--- src/rtl/systolic_driver_if.sv ---
// Handshake bundle between the host-side sequencer and systolic_driver:
// serial operand stream in, single-bit result stream out, plus abort.
interface systolic_driver_if;
  logic s_valid;
  logic s_ready;
  logic s_data;
  logic abort;
  logic r_valid;
  logic r_ready;
  logic r_data;

  // Host side: drives operands, abort and result acceptance.
  modport master (
    output s_valid, s_data, abort, r_ready,
    input  s_ready, r_valid, r_data
  );

  // Driver side: consumes operands, produces results.
  modport slave (
    input  s_valid, s_data, abort, r_ready,
    output s_ready, r_valid, r_data
  );
endinterface

--- src/rtl/systolic_driver.sv ---
// Sequential driver for the combinational systolic array: collects
// COLUMN+ROW operand bits serially, applies them to the array as one word,
// waits SETTLE cycles, samples the array output and hands it back over a
// valid/ready result channel.
module systolic_driver #(
  parameter int ROW    = 4,
  parameter int COLUMN = 10,
  parameter int SETTLE = 8
) (
  input  logic              clk,
  input  logic              rst_n,
  systolic_driver_if.slave  bus,
  input  logic              arr_out,
  output logic [ROW-1:0]    row_drv,
  output logic [COLUMN-1:0] col_drv,
  output logic              busy
);
  localparam int N  = ROW + COLUMN;
  localparam int BW = $clog2(N);
  localparam logic [BW-1:0] LAST_BIT    = BW'(N - 1);
  localparam logic [7:0]    SETTLE_INIT = 8'(SETTLE - 1);

  typedef enum logic [1:0] {
    ST_LOAD,
    ST_SETTLE,
    ST_RESULT
  } state_t;

  state_t            state_q, state_d;
  logic [BW-1:0]     bit_cnt_q, bit_cnt_d;
  logic [7:0]        settle_cnt_q, settle_cnt_d;
  logic [N-1:0]      sh_q, sh_d;
  logic [N-1:0]      frame;
  logic [ROW-1:0]    row_q, row_d;
  logic [COLUMN-1:0] col_q, col_d;
  logic              r_valid_q, r_valid_d;
  logic              r_data_q, r_data_d;
  logic              busy_q, busy_d;

  // Next-state logic: abort overrides everything; otherwise load, settle,
  // then hold the result until it is taken.
  always_comb begin
    state_d      = state_q;
    bit_cnt_d    = bit_cnt_q;
    settle_cnt_d = settle_cnt_q;
    sh_d         = sh_q;
    row_d        = row_q;
    col_d        = col_q;
    r_valid_d    = r_valid_q;
    r_data_d     = r_data_q;
    // Bits enter at the top and move down, so after N shifts the first bit
    // received sits at index 0 (col_drv[0]).
    frame        = {bus.s_data, sh_q[N-1:1]};

    if (bus.abort) begin
      state_d      = ST_LOAD;
      bit_cnt_d    = '0;
      settle_cnt_d = '0;
      sh_d         = '0;
      r_valid_d    = 1'b0;
    end else begin
      case (state_q)
        ST_LOAD: begin
          if (bus.s_valid) begin
            sh_d = frame;
            if (bit_cnt_q == LAST_BIT) begin
              col_d        = frame[COLUMN-1:0];
              row_d        = frame[N-1:COLUMN];
              settle_cnt_d = SETTLE_INIT;
              bit_cnt_d    = '0;
              state_d      = ST_SETTLE;
            end else begin
              bit_cnt_d = bit_cnt_q + 1'b1;
            end
          end
        end
        ST_SETTLE: begin
          // Counter starts at SETTLE-1 so the sample lands SETTLE edges
          // after the final operand bit.
          if (settle_cnt_q == 8'd0) begin
            r_data_d  = arr_out;
            r_valid_d = 1'b1;
            state_d   = ST_RESULT;
          end else begin
            settle_cnt_d = settle_cnt_q - 1'b1;
          end
        end
        ST_RESULT: begin
          if (bus.r_ready) begin
            r_valid_d = 1'b0;
            state_d   = ST_LOAD;
          end
        end
        default: begin
          state_d = ST_LOAD;
        end
      endcase
    end

    busy_d = (state_d != ST_LOAD);
  end

  // State, counters, operand words and result register.
  always_ff @(posedge clk or negedge rst_n) begin
    if (!rst_n) begin
      state_q      <= ST_LOAD;
      bit_cnt_q    <= '0;
      settle_cnt_q <= '0;
      sh_q         <= '0;
      row_q        <= '0;
      col_q        <= '0;
      r_valid_q    <= 1'b0;
      r_data_q     <= 1'b0;
      busy_q       <= 1'b0;
    end else begin
      state_q      <= state_d;
      bit_cnt_q    <= bit_cnt_d;
      settle_cnt_q <= settle_cnt_d;
      sh_q         <= sh_d;
      row_q        <= row_d;
      col_q        <= col_d;
      r_valid_q    <= r_valid_d;
      r_data_q     <= r_data_d;
      busy_q       <= busy_d;
    end
  end

  assign bus.s_ready = (state_q == ST_LOAD);
  assign bus.r_valid = r_valid_q;
  assign bus.r_data  = r_data_q;
  assign row_drv     = row_q;
  assign col_drv     = col_q;
  assign busy        = busy_q;

endmodule

--- src/flat_wrapper.sv ---
// flat-port wrapper written by rule: the top's interface ports become plain ports
module systolic_driver_flat 
#(
  parameter int ROW    = 4,
  parameter int COLUMN = 10,
  parameter int SETTLE = 8
)
  (clk, rst_n, arr_out, row_drv, col_drv, busy, bus_s_valid, bus_s_data, bus_abort, bus_r_ready, bus_s_ready, bus_r_valid, bus_r_data);
  systolic_driver_if bus_i ();
  input  logic clk;
  input  logic rst_n;
  input  logic arr_out;
  output logic [ROW-1:0] row_drv;
  output logic [COLUMN-1:0] col_drv;
  output logic busy;
  input wire logic [$bits(bus_i.s_valid)-1:0] bus_s_valid;
  input wire logic [$bits(bus_i.s_data)-1:0] bus_s_data;
  input wire logic [$bits(bus_i.abort)-1:0] bus_abort;
  input wire logic [$bits(bus_i.r_ready)-1:0] bus_r_ready;
  output wire logic [$bits(bus_i.s_ready)-1:0] bus_s_ready;
  output wire logic [$bits(bus_i.r_valid)-1:0] bus_r_valid;
  output wire logic [$bits(bus_i.r_data)-1:0] bus_r_data;
  assign bus_i.s_valid = bus_s_valid;
  assign bus_i.s_data = bus_s_data;
  assign bus_i.abort = bus_abort;
  assign bus_i.r_ready = bus_r_ready;
  assign bus_s_ready = bus_i.s_ready;
  assign bus_r_valid = bus_i.r_valid;
  assign bus_r_data = bus_i.r_data;
  systolic_driver #(.ROW(ROW), .COLUMN(COLUMN), .SETTLE(SETTLE)) u_core (.clk(clk), .rst_n(rst_n), .bus(bus_i), .arr_out(arr_out), .row_drv(row_drv), .col_drv(col_drv), .busy(busy));
endmodule
--- config.mk ---
export PLATFORM = sky130hd
export DESIGN_NAME = systolic_driver_flat
export DESIGN_NICKNAME = d
export VERILOG_FILES = /design/src/rtl/systolic_driver_if.sv /design/src/rtl/systolic_driver.sv /design/src/flat_wrapper.sv
export SDC_FILE = /design/constraint.sdc
export NUM_CORES = 1
export LEC_CHECK = 0
export BUFFER_PORTS_ARGS = -buffer_cell sky130_fd_sc_hd__buf_2
export CAP_MARGIN = 25
export CORE_UTILIZATION = 51
export CTS_BUF_LIST = sky130_fd_sc_hd__clkbuf_8
export DETAILED_ROUTE_END_ITERATION = 10
export GPL_ROUTABILITY_DRIVEN = 0
export GPL_TIMING_DRIVEN = 1
export PLACE_DENSITY = 0.7
export SETUP_SLACK_MARGIN = 0.5
export SLEW_MARGIN = 0
export SYNTH_ARGS = -nofsm -noshare
export SYNTH_HDL_FRONTEND = slang
export SYNTH_SLANG_ARGS = --single-unit
--- constraint.sdc ---
create_clock -name clk -period 1.73 [get_ports clk]
set_input_delay 0.0865 -clock clk [delete_from_list [all_inputs] [get_ports clk]]
set_output_delay 0.0865 -clock clk [all_outputs]
set_load 0.05 [all_outputs]
==> results of run 1 <==
==> final cells by class <==
class	instances	area [sq um]	share of cell area
sequential	44	1110	0.394
tap	48	60.1	0.0214
inverter	7	26.3	0.00937
clock inverter	3	18.8	0.00669
timing repair buffer	52	389	0.139
clock buffer	5	68.8	0.0245
multi-input combinational	130	1130	0.405
==> metrics by stage <==
| stage | setup WS [ps] | power [uW] | cell area [sq um] |
|---|---|---|---|
| floorplan | 143 | 1100 | 2110 |
| global placement | 73.1 | 1140 | 2290 |
| detailed placement | 12.7 | 1150 | 2290 |
| CTS | 68.9 | 1780 | 2580 |
| global route | -0.280 | 1870 | 2800 |
| finish | 48.0 | 1800 | 2800 |
==> worst max-delay path, delay by kind of cell (launching register included) <==
kind	cells	cell delay, ps
buf+inv	1	90
simple gates	2	530
fa+ha+maj	1	130
flops	1	420
compound gates	2	400
==> metal layers <==
metal / part of all wire / wire length, um / up-vias / GRT usage
li1: - / - / 757 / -
met4: 0.024 / 112 / 0 / 0.0897
met5: 0 / 0 / - / 0
met2: 0.51 / 2370 / 46 / 0.385
met3: 0.046 / 213 / 12 / 0.0590
met1: 0.42 / 1960 / 786 / 0.295
==> placed cells by master (no fill, tap or decap), types with 4 or more instances in the layout <==
master,count
dfrtp_1,40
buf_2,23
nand2_1,19
buf_4,18
a21oi_2,17
mux2_2,14
nand2_4,10
nor2_1,7
buf_6,7
inv_1,5
nand2_2,5
o21ai_0,5
clkbuf_8,5
dfrtp_2,4
==> cell families after synthesis <==
kind of cell / after synthesis / share of synthesized area
AOI/OAI and AO/OA: 40 / 0.127
xor gates and xnor gates: 1 / 0.00431
and+or+nand+nor: 70 / 0.189
muxes: 15 / 0.0849
adders and majority gates: 4 / 0.0246
buffers and inverters: 14 / 0.0283
DFF: 44 / 0.541
==> state kept, by name, indices dropped and copies added (netlist names) <==
signal               cells
u_core.col_drv          10
u_core.settle_cnt_q      8
u_core.bus.r_data        1
u_core.busy              1
u_core.bit_cnt_q         4
u_core.state_q           2
u_core.row_drv           4
u_core.bus.r_valid       1
u_core.sh_q             13
==> power by group <==
| part | internal (uW) | switching [uW] | total, uW |
|---|---|---|---|
| Clock | 281 | 351 | 632 |
| Combinational | 50.2 | 80.1 | 130 |
| Sequential | 1030 | 5.20 | 1040 |
| Total | 1360 | 436 | 1800 |
==> how the worst max path moves through the flow <==
stage                                start                      to  slack (ps)  depth (start not counted)
CTS                 u_core.settle_cnt_q[5]       u_core.bus.r_data          70                          4
detailed placement  u_core.settle_cnt_q[0]  u_core.settle_cnt_q[5]          10                          6
floorplan              u_core.bit_cnt_q[1]       u_core.col_drv[5]         140                          7
finish              u_core.settle_cnt_q[1]  u_core.settle_cnt_q[0]          50                          6
global placement    u_core.settle_cnt_q[0]       u_core.bus.r_data          70                          6
global route        u_core.settle_cnt_q[1]       u_core.bus.r_data        -0.3                          6
==> timing repair <==
action	CTS	global route
resized for setup	16	53
endpoints found under the setup margin	45	45
pin swaps	10	16
cloned	0	1
hold buffers	2	0
hold endpoints to repair	45	0
buffers inserted	14	3
==> summary.md, run 1 <==
| Metric | Value |
|---|---|
| Status | finished, final reports clean |
| Number of synthesized flops with an enable pin | 0 |
| Top-count cell post-synth | dfrtp_1 |
| CP required | 1910 ps |
| First-pass GRT wire length | 7440 um |
| Top cells by area, synth | dfrtp_1 54%, mux2_2 7.7%, nand2_1 6.1%, a21oi_1 4.9%, ha_1 2.5% |
| Layout cell share with drive strength beyond 1 | 0.573 |
| GR Util All Layers | 0.234 |
| Clock sinks | 44 |
| Starting density of the core | 0.543 |
| First DRT Iteration DRCs | 103 |
| Worst hold endpoint | u_core.bus.r_data |
| Max VDD drop | 0.660 mV |
| Total CTS buffers | 5 |
| Maximum clock frequency | 595 MHz |
| Final Hold Fails | 0 |
| Core Region | roughly 3700 sq um |
| Vias | 1601 |
| Max_cap viols | 0 |
| Routed len/inst | 16.1 um |
| WHS | 26.9 ps |
| Sequential share of the synthesized area | 0.541 |
| Post-route ant nets | 0 |
| Diodes inserted | 0 |
| DIE WIDTH | approximately 65 um |
| Placed cells | between 200 and 300 |
| Cell Pwr Density | about 640 nW/um^2 |
| Area grow syn2layout | 37.8% |
| Clock slew at reported path FFs | 80 ps |
| CP Class | reg -> reg |
| Clock latency at the later pin of the worst-skew pair | 300 ps |
| Startpoint types | flip-flop |
| Pleak | 0.00142 uW |
| Detailed Place HPWL | between 2000 and 3000 um |
| Slew at the pin closest to its max-slew limit | 548 ps |
| Syn Area/Cell | 10.8 sq um |
| Number of global-route vias before repair | 1603 |
| Crit-path max cell delay | 420 ps |
| Cell count after synthesis | 188 |
| CTS max path bufs | 2 |
| Number of vias per cell | 5.54 |
| Rel. slew slack | 0.635 |
| Share of the synthesized area in the top cell type | 0.541 |
| Post-synth ARST share | 1.00 |
| CTS tree | yes |
| CP max FO | 4 |
| Clock root cell | clkbuf_8 |
| Synth Cell Area | 2030 sq um |
| Final Cycle Share | 0.972 |
| Slowest cell on the critical path | dfrtp_1 |
| Final TNS setup | 0 ps |
| # setup viols final | 0 |
| Critical R2R Capture | u_core.settle_cnt_q[0] |
| Hold path start | arr_out |
| R2R Setup Slk | 50 ps |
| FF+latch count, synth | 44 |
| Routed WL | 4660 um |
| Initial antenna violation count | 0 |
| CP cell instances | inv_2, ha_4, or3b_4, o21ai_4, nand2_2, a22o_1 |
| Final Critical Period | 1680 ps |
| Post-synth top cells | 44 x dfrtp_1, 33 x nand2_1, 20 x a21oi_1 |
| Fillers | roughly 250 |
| Die span in y | between 60 and 70 um |
| CP arrival | 1860 ps |
| Nets | roughly 250 |
| Finished Layout Cells | 289 |
| Hold crit path type | in -> reg |
| Fin Clk Skew | between 3 and 4 ps |
| Area leader, netlist | dfrtp_1 |
| Router iterations before antenna repair | 4 |
| Fin util | 0.749 |
| Worst Reg-to-Reg Cells | 6 |
| CP endpoint kind | flip-flop |
| Port-buffer cells | 24 |
| Largest net degree at the start of global routing | between 40 and 50 |
| Die area | between 4000 and 5000 sq um |
| Max-slew violations | 0 |
| RSZ-0062 raised after global routing | true |
| Synth Warn # | 0 |
| Netlist cell types | 42 |
| H-tree Lvls | 2 |
| Ports | 25 |
| Std cell rows | 22 |
| Hold-critical path depth | 2 |
| RR Startpoint | u_core.settle_cnt_q[1] |
| DRC Markers | 0 |
| Syn_nets | around 200 |
| GRT overflow | 0 |
| Dominant synthesized flop cell | dfrtp_1 |
No activity file was read; power rests on OpenSTA's default activity.
==> run 2, diff against run 1 <==
--- a/config.mk
+++ b/config.mk
@@ -7,12 +7,12 @@
 export LEC_CHECK = 0
 export BUFFER_PORTS_ARGS = -buffer_cell sky130_fd_sc_hd__buf_2
 export CAP_MARGIN = 25
-export CORE_UTILIZATION = 51
+export CORE_UTILIZATION = 54
 export CTS_BUF_LIST = sky130_fd_sc_hd__clkbuf_8
 export DETAILED_ROUTE_END_ITERATION = 10
 export GPL_ROUTABILITY_DRIVEN = 0
 export GPL_TIMING_DRIVEN = 1
-export PLACE_DENSITY = 0.7
+export PLACE_DENSITY = 0.74
 export SETUP_SLACK_MARGIN = 0.5
 export SLEW_MARGIN = 0
 export SYNTH_ARGS = -nofsm -noshare
==> run 2 against run 1 <==
- the run now ends with hold timing left
- maximum frequency decreased by 0.55%
- sequential power about the same
- count of clock-buffer cells in the layout increased by 1
- wire length increased by 14%
- setup slack got worse by 9.4 ps
- clock power increased by 34%
- flip-flop and latch count unchanged
- largest power group unchanged
- highest routed layer unchanged
==> summary.md, run 2 (synthesis gave the netlist of run 1 again) <==
| Metric | Value |
|---|---|
| # setup viols final | 0 |
| Core Region | ~3500 sq um |
| R2R Setup Slk | ~39 ps |
| Critical path depth | 6 |
| CTS tree | yes |
| Starting density of the core | 0.587 |
| Storage element area | between 1000 and 1500 sq um |
| Max_cap viols | 0 |
| Worst Path Buf+Inv | 1 |
| Number of vias per cell | 5.86 |
| Maximum clock frequency | 591 MHz |
| Ports | 25 |
| Final Cycle Share | 0.978 |
| Commonest cells after routing, fill and taps aside | 41 x dfrtp_1, 23 x buf_2, 19 x nand2_1, 15 x a21oi_2, 15 x buf_4 |
| Rel. slew slack | 0.538 |
| Crit. Startpoint | u_core.settle_cnt_q[0] |
| Hold crit path type | in -> reg |
| Final TNS setup | 0 ps |
| Diodes inserted | 0 |
| Pleak | 0.00147 uW |
| Routed WL | about 5300 um |
| Finished Layout Cells | about 290 |
| CP endpoint kind | flip-flop |
| Fin Clk Skew | just over 6 ps |
| First-pass GRT wire length | 8490 um |
| Most common cell after layout, fill and taps aside | dfrtp_1 |
| Placed cells | 260 |
| First DRT Iteration DRCs | 91 |
| Final Hold Fails | 1 |
| Max VDD drop | about 0.6 mV |
| Die area | between 4000 and 5000 sq um |
| Clock slew at reported path FFs | 90 ps |
| Status | complete, but fails checks |
| Port-buffer cells | 24 |
| Vias | roughly 1700 |
| Die span in y | 63.4 um |
| Final Critical Period | approximately 1700 ps |
| GR Util All Layers | 0.283 |
| Router iterations before antenna repair | 4 |
| Routed len/inst | 18.6 um |
| DIE WIDTH | 63.4 um |
| H-tree Lvls | 2 |
| Multi-input gate area | 1160 sq um |
| Layout Cell Area excl Fill | 2900 sq um |
| CTS max path bufs | 2 |
| RSZ-0062 raised after global routing | true |
| Fillers | 188 |
| Failing checks | hold timing |
| Total CTS buffers | 5 |
| Clock sinks | 44 |
| RR Startpoint | u_core.settle_cnt_q[0] |
| Largest net degree at the start of global routing | 32 |
| CP arrival | 1880 ps |
| Area grow syn2layout | 42.3% |
| GRT overflow | 0 |
| Number of global-route vias before repair | about 1700 |
| Slew at the pin closest to its max-slew limit | 693 ps |
| Slowest cell on the critical path | dfrtp_1 |
| Clock root cell | clkbuf_8 |
| Cell Pwr Density | 706 nW/um^2 |
| WHS | -4.84 ps |
| Detailed Place HPWL | 2780 um |
| Layout cell share with drive strength beyond 1 | 0.561 |
| Worst Reg-to-Reg Cells | 6 |
| CP required | 1920 ps |
| DRC Markers | 0 |
| Max reg flops | 13 |
| Fin util | 0.835 |
| Critical R2R Capture | u_core.settle_cnt_q[1] |
| Critical path's top delay family | simple AND/OR/NAND/NOR gates |
| Crit-path max cell delay | 410 ps |
| CP cell instances | inv_2, ha_4, or3b_4, o21ai_4, nand2_2, a22o_1 |
| CP Capture Point | u_core.settle_cnt_q[1] |
| Initial antenna violation count | 0 |
| CP Class | reg -> reg |
| Placed cell areas | 2300 sq um |
| Std cell rows | 21 |
| Post-route ant nets | 0 |
| Nets | 249 |
| Final Power | 2040 uW |
| Startpoint types | flip-flop |
| Max-slew violations | 0 |
| Top reg by flops | u_core.sh_q |
| Clock latency at the later pin of the worst-skew pair | 310 ps |
| CP max FO | 4 |
-- run 2: cell count changes in the layout (fill, tap and decap cells not counted), moves of 2 or more --
| cell | previous run | this run |
|---|---|---|
| nand2_4 | 10 | 13 |
| buf_6 | 7 | 4 |
| clkinv_2 | 2 | 0 |
| buf_4 | 18 | 15 |
| a21oi_2 | 17 | 15 |
| nand2_2 | 5 | 2 |
| buf_12 | 2 | 5 |
-- run 2: report_power, final --
| part | leakage, uW | internal, uW | total, uW | switching [uW] |
|---|---|---|---|---|
| combinational | 0.000797 | 63.5 | 156 | 92.1 |
| clock | 0.0000614 | 472 | 848 | 375 |
| sequential | 0.000608 | 1030 | 1040 | 7.02 |
| total | 0.00147 | 1570 | 2040 | 474 |
-- run 2: metal layers --
layer	wire length, um	vias to the layer above	share of wire	track usage
li1	-	754	-	-
met1	1990	829	0.38	0.325
met2	2820	60	0.53	0.504
met3	268	27	0.051	0.0707
met4	223	0	0.042	0.105
met5	0	-	0	0
-- run 2: area by class of cell --
cell class | instances | area share
Multi-Input combinational cell | 130 | 0.401
Sequential cell | 44 | 0.382
Timing Repair Buffer | 50 | 0.147
Clock buffer | 6 | 0.0285
Tap cell | 46 | 0.0199
Clock inverter | 2 | 0.0134
Inverter | 7 | 0.00908
-- run 2: repair_timing --
action,4_1_cts,5_1_grt
gates cloned,1,0
pin swaps,14,15
setup endpoints to repair,45,45
gates resized for setup,53,18
setup buffers,13,2
hold buffers,1,0
endpoints found under the hold margin,29,0
-- run 2: per-stage QoR --
step | worst slack, ps | hold WS [ps]
global placement | 103 | 156
global route | 4.26 | -4.64
detailed placement | 29.9 | 165
floorplan | 143 | -209
finish | 38.7 | -4.84
CTS | 105 | 2.99
-- run 2: worst register-to-register path, delay by kind of cell (launching register included) --
family,cells,cell delay (ps)
AND/OR/NAND/NOR,2,520
AO/OA/AOI/OAI,2,410
flip-flops,1,410
adder cells (fa/ha/maj),1,140
buffers and inverters,1,100
-- run 2: how the worst min path moves through the flow --
stage,slack [ps],startpoint,to,depth (start not counted)
after floorplan,-210,rst_n,u_core.bit_cnt_q[0],0
after CTS,3,bus_r_ready,u_core.bus.r_valid,2
after detailed placement,170,rst_n,u_core.busy,1
final,-5,bus_r_ready,u_core.bus.r_valid,2
after global placement,160,rst_n,u_core.bus.r_valid,1
after global routing,-5,bus_r_ready,u_core.bus.r_valid,2
==> run 3, diff against run 2 <==
--- a/config.mk
+++ b/config.mk
@@ -5,6 +5,7 @@
 export SDC_FILE = /design/constraint.sdc
 export NUM_CORES = 1
 export LEC_CHECK = 0
+export ABC_AREA = 1
 export BUFFER_PORTS_ARGS = -buffer_cell sky130_fd_sc_hd__buf_2
 export CAP_MARGIN = 25
 export CORE_UTILIZATION = 54
@@ -14,7 +15,7 @@
 export GPL_TIMING_DRIVEN = 1
 export PLACE_DENSITY = 0.74
 export SETUP_SLACK_MARGIN = 0.5
-export SLEW_MARGIN = 0
+export SLEW_MARGIN = 5
 export SYNTH_ARGS = -nofsm -noshare
 export SYNTH_HDL_FRONTEND = slang
 export SYNTH_SLANG_ARGS = --single-unit
==> run 3 against run 2 <==
- sequential power hardly changed
- critical path depth is 1 higher
- clock skew is 0.53 ps higher
- setup slack better by 310 ps
- power is 7.5% lower
- the run now ends clean
- largest power group unchanged
- synthesized cell count is 29% higher
- non-clock buffer count is 1 lower
- sequential share of layout area is 2.1 points higher
==> summary.md, run 3 <==
| Metric | Value |
|---|---|
| Area leader, netlist | dfrtp_1 |
| GRT overflow | 0 |
| Final Hold Fails | 0 |
| Top cells by area, synth | dfrtp_1 54%, nand2_1 11%, nand3_1 6.6%, inv_1 5.9%, o21ai_0 5.1% |
| Number of global-route vias before repair | 1802 |
| # setup viols final | 0 |
| Clock root cell | clkbuf_8 |
| Number of vias per cell | 5.58 |
| Syn_nets | 253 |
| Max_cap viols | 0 |
| Routed WL | 5310 um |
| Number of synthesized flops with an enable pin | 0 |
| Syn Area/Cell | between 8 and 9 sq um |
| Post-Synth XOR/XNOR Area | 0.00854 |
| Synth Area in Compound Gates | 0.0951 |
| Dominant synthesized flop cell | dfrtp_1 |
| Most common cell after layout, fill and taps aside | nand2_1 |
| Crit-path max cell delay | 420 ps |
| WHS | 38.4 ps |
| Routed len/inst | 15.5 um |
| Post-synthesis mux area share | 0.00488 |
| RSZ-0062 raised after global routing | true |
| Max-slew violations | 0 |
| Synth Warn # | 0 |
| Sequential power share | 0.561 |
| Clock latency at the later pin of the worst-skew pair | 290 ps |
| Post-synth top cells | 60 x nand2_1, 44 x dfrtp_1, 32 x inv_1 |
| Total CTS buffers | 5 |
| Die span in y | approximately 64 um |
| CP cell instances | inv_2, nand2_1, nor2_4, inv_1, nor2_4, nand3_1, nand2_1 |
| First DRT Iteration DRCs | 167 |
| Hold crit path type | in -> reg |
| Comb pwr share | 0.112 |
| Nets | between 300 and 400 |
| Layout cell share with drive strength beyond 1 | 0.330 |
| Slew at the pin closest to its max-slew limit | 301 ps |
| Router iterations before antenna repair | 4 |
| Startpoint types | flip-flop |
| Status | finished, final reports clean |
| Final Power | 1890 uW |
| DIE WIDTH | 63.6 um |
| Pleak | 0.00135 uW |
| Port-buffer cells | 24 |
| Commonest cells after routing, fill and taps aside | 52 x nand2_1, 42 x dfrtp_1, 26 x inv_1, 26 x nand3_1, 23 x buf_2 |
| Top reg by flops | u_core.sh_q |
| GR Util All Layers | 0.275 |
| Post-synthesis adder-cell area fraction | 0.0244 |
| Starting density of the core | 0.560 |
| H-tree Lvls | 2 |
| Rel. slew slack | 0.799 |
| Switching share of power | 0.259 |
| Placed cells | 310 |
| Final Cycle Share | 0.796 |
| Final TNS setup | 0 ps |
| Largest family of logic cells by synthesized area | simple AND/OR/NAND/NOR gates |
| Finished Layout Cells | between 300 and 400 |
| Fillers | 261 |
| CTS max path bufs | 2 |
| CP endpoint kind | flip-flop |
| Core Region | 3660 sq um |
| Diodes inserted | 0 |
| Area grow syn2layout | 33.7% |
| Synth Area in Simple Gates | 0.243 |
| Sequential share of the synthesized area | 0.537 |
| Netlist cell types | 23 |
| First-pass GRT wire length | approximately 8500 um |
| Clock power frac | 0.326 |
| Top-count cell post-synth | nand2_1 |
| Clock sinks | 44 |
| Final Critical Period | 1380 ps |
| Vias | between 1500 and 2000 |
| Ports | 25 |
| CP required | 1960 ps |
| CP arrival | about 1600 ps |
| Max VDD drop | 0.564 mV |
| Share of the synthesized area in the top cell type | 0.537 |
| Post-synth ARST share | 1.00 |
| Fin Clk Skew | 6.58 ps |
| Max reg flops | 13 |
| CP Class | reg -> reg |
| Slowest cell on the critical path | dfrtp_1 |
| CP max FO | 6 |
| Cell Int Power | 1400 uW |
| Cell Pwr Density | 690 nW/um^2 |
| DRC Markers | 0 |
| Fin util | 0.749 |
| Sw Pwr | 490 uW |
| Clock slew at reported path FFs | 80 ps |
| Detailed Place HPWL | 2630 um |
| Die area | 4050 sq um |
| Cell count after synthesis | 242 |
| Initial antenna violation count | 0 |
| CTS tree | yes |
| Synth Cell Area | just over 2000 sq um |
| Std cell rows | 22 |
| FF+latch count, synth | 44 |
| Maximum clock frequency | 726 MHz |
| Post-route ant nets | 0 |
| Largest net degree at the start of global routing | 45 |
run 3: cell count changes after synthesis, sizes merged, moves of 15 or more:
cell   delta
a21oi    -19
o21ai    +26
inv      +27
mux2     -15
nand2    +26
nand3    +30
run 3: worst paths after layout:
path	from	to	slack, ps	depth (start not counted)
max in group asynchronous	rst_n	u_core.state_q[0]	1210	3
min in group asynchronous	rst_n	u_core.settle_cnt_q[3]	290	3
hold reg to reg	u_core.col_drv[1]	u_core.col_drv[1]	490	2
hold / removal	bus_s_data	u_core.row_drv[3]	40	3
setup / recovery	u_core.state_q[1]	u_core.settle_cnt_q[7]	350	7
setup reg to reg	u_core.state_q[1]	u_core.settle_cnt_q[7]	350	7
run 3: timing repair:
item	CTS	global route
pin swaps	14	13
hold endpoints to repair	45	0
hold buffers	2	0
gates resized for setup	22	26
setup buffers	15	4
gates cloned	4	0
setup endpoints to repair	30	45
run 3: layout make-up:
class                           count  area [sq um]  share of cell area
Inverter                           35           136              0.0497
Clock inverter                      2          12.5             0.00456
Multi-Input combinational cell    159           988               0.360
Tap cell                           48          60.1              0.0219
Clock buffer                        5          68.8              0.0251
Timing Repair Buffer               49           373               0.136
Sequential cell                    44          1100               0.402
run 3: routing by layer:
metal | vias up | routed length (um) | track usage
met5 | - | 0 | 0
met2 | 80 | 2550 | 0.415
li1 | 889 | - | -
met4 | 0 | 133 | 0.105
met3 | 16 | 387 | 0.0562
met1 | 923 | 2240 | 0.388
run 3: cells by family after synthesis:
logic type	after synthesis
mux	1
xor+xnor	2
buf+inv	42
compound gates	36
flops	44
simple gates	113
fa+ha+maj	4
run 3: critical path, delay by kind of cell, from the launching register on:
kind	cells	cell delay, ps
buf+inv	2	240
flops	1	420
simple gates	5	650
run 3: power groups by stage:
stage	registers, uW	logic, uW	clock network, uW
final	1060	212	617
after global routing	1060	233	660
after CTS	1060	195	618
after detailed placement	1080	138	0
after global placement	1080	134	0
after floorplan	1080	76.6	0
run 3: through the flow:
step           cell area, sq um  setup slack [ps]
3_3_place_gp               2250               286
5_1_grt                    2740               297
2_1_floorplan              2090               437
3_5_place_dp               2250               202
6_report                   2740               353
4_1_cts                    2630               401
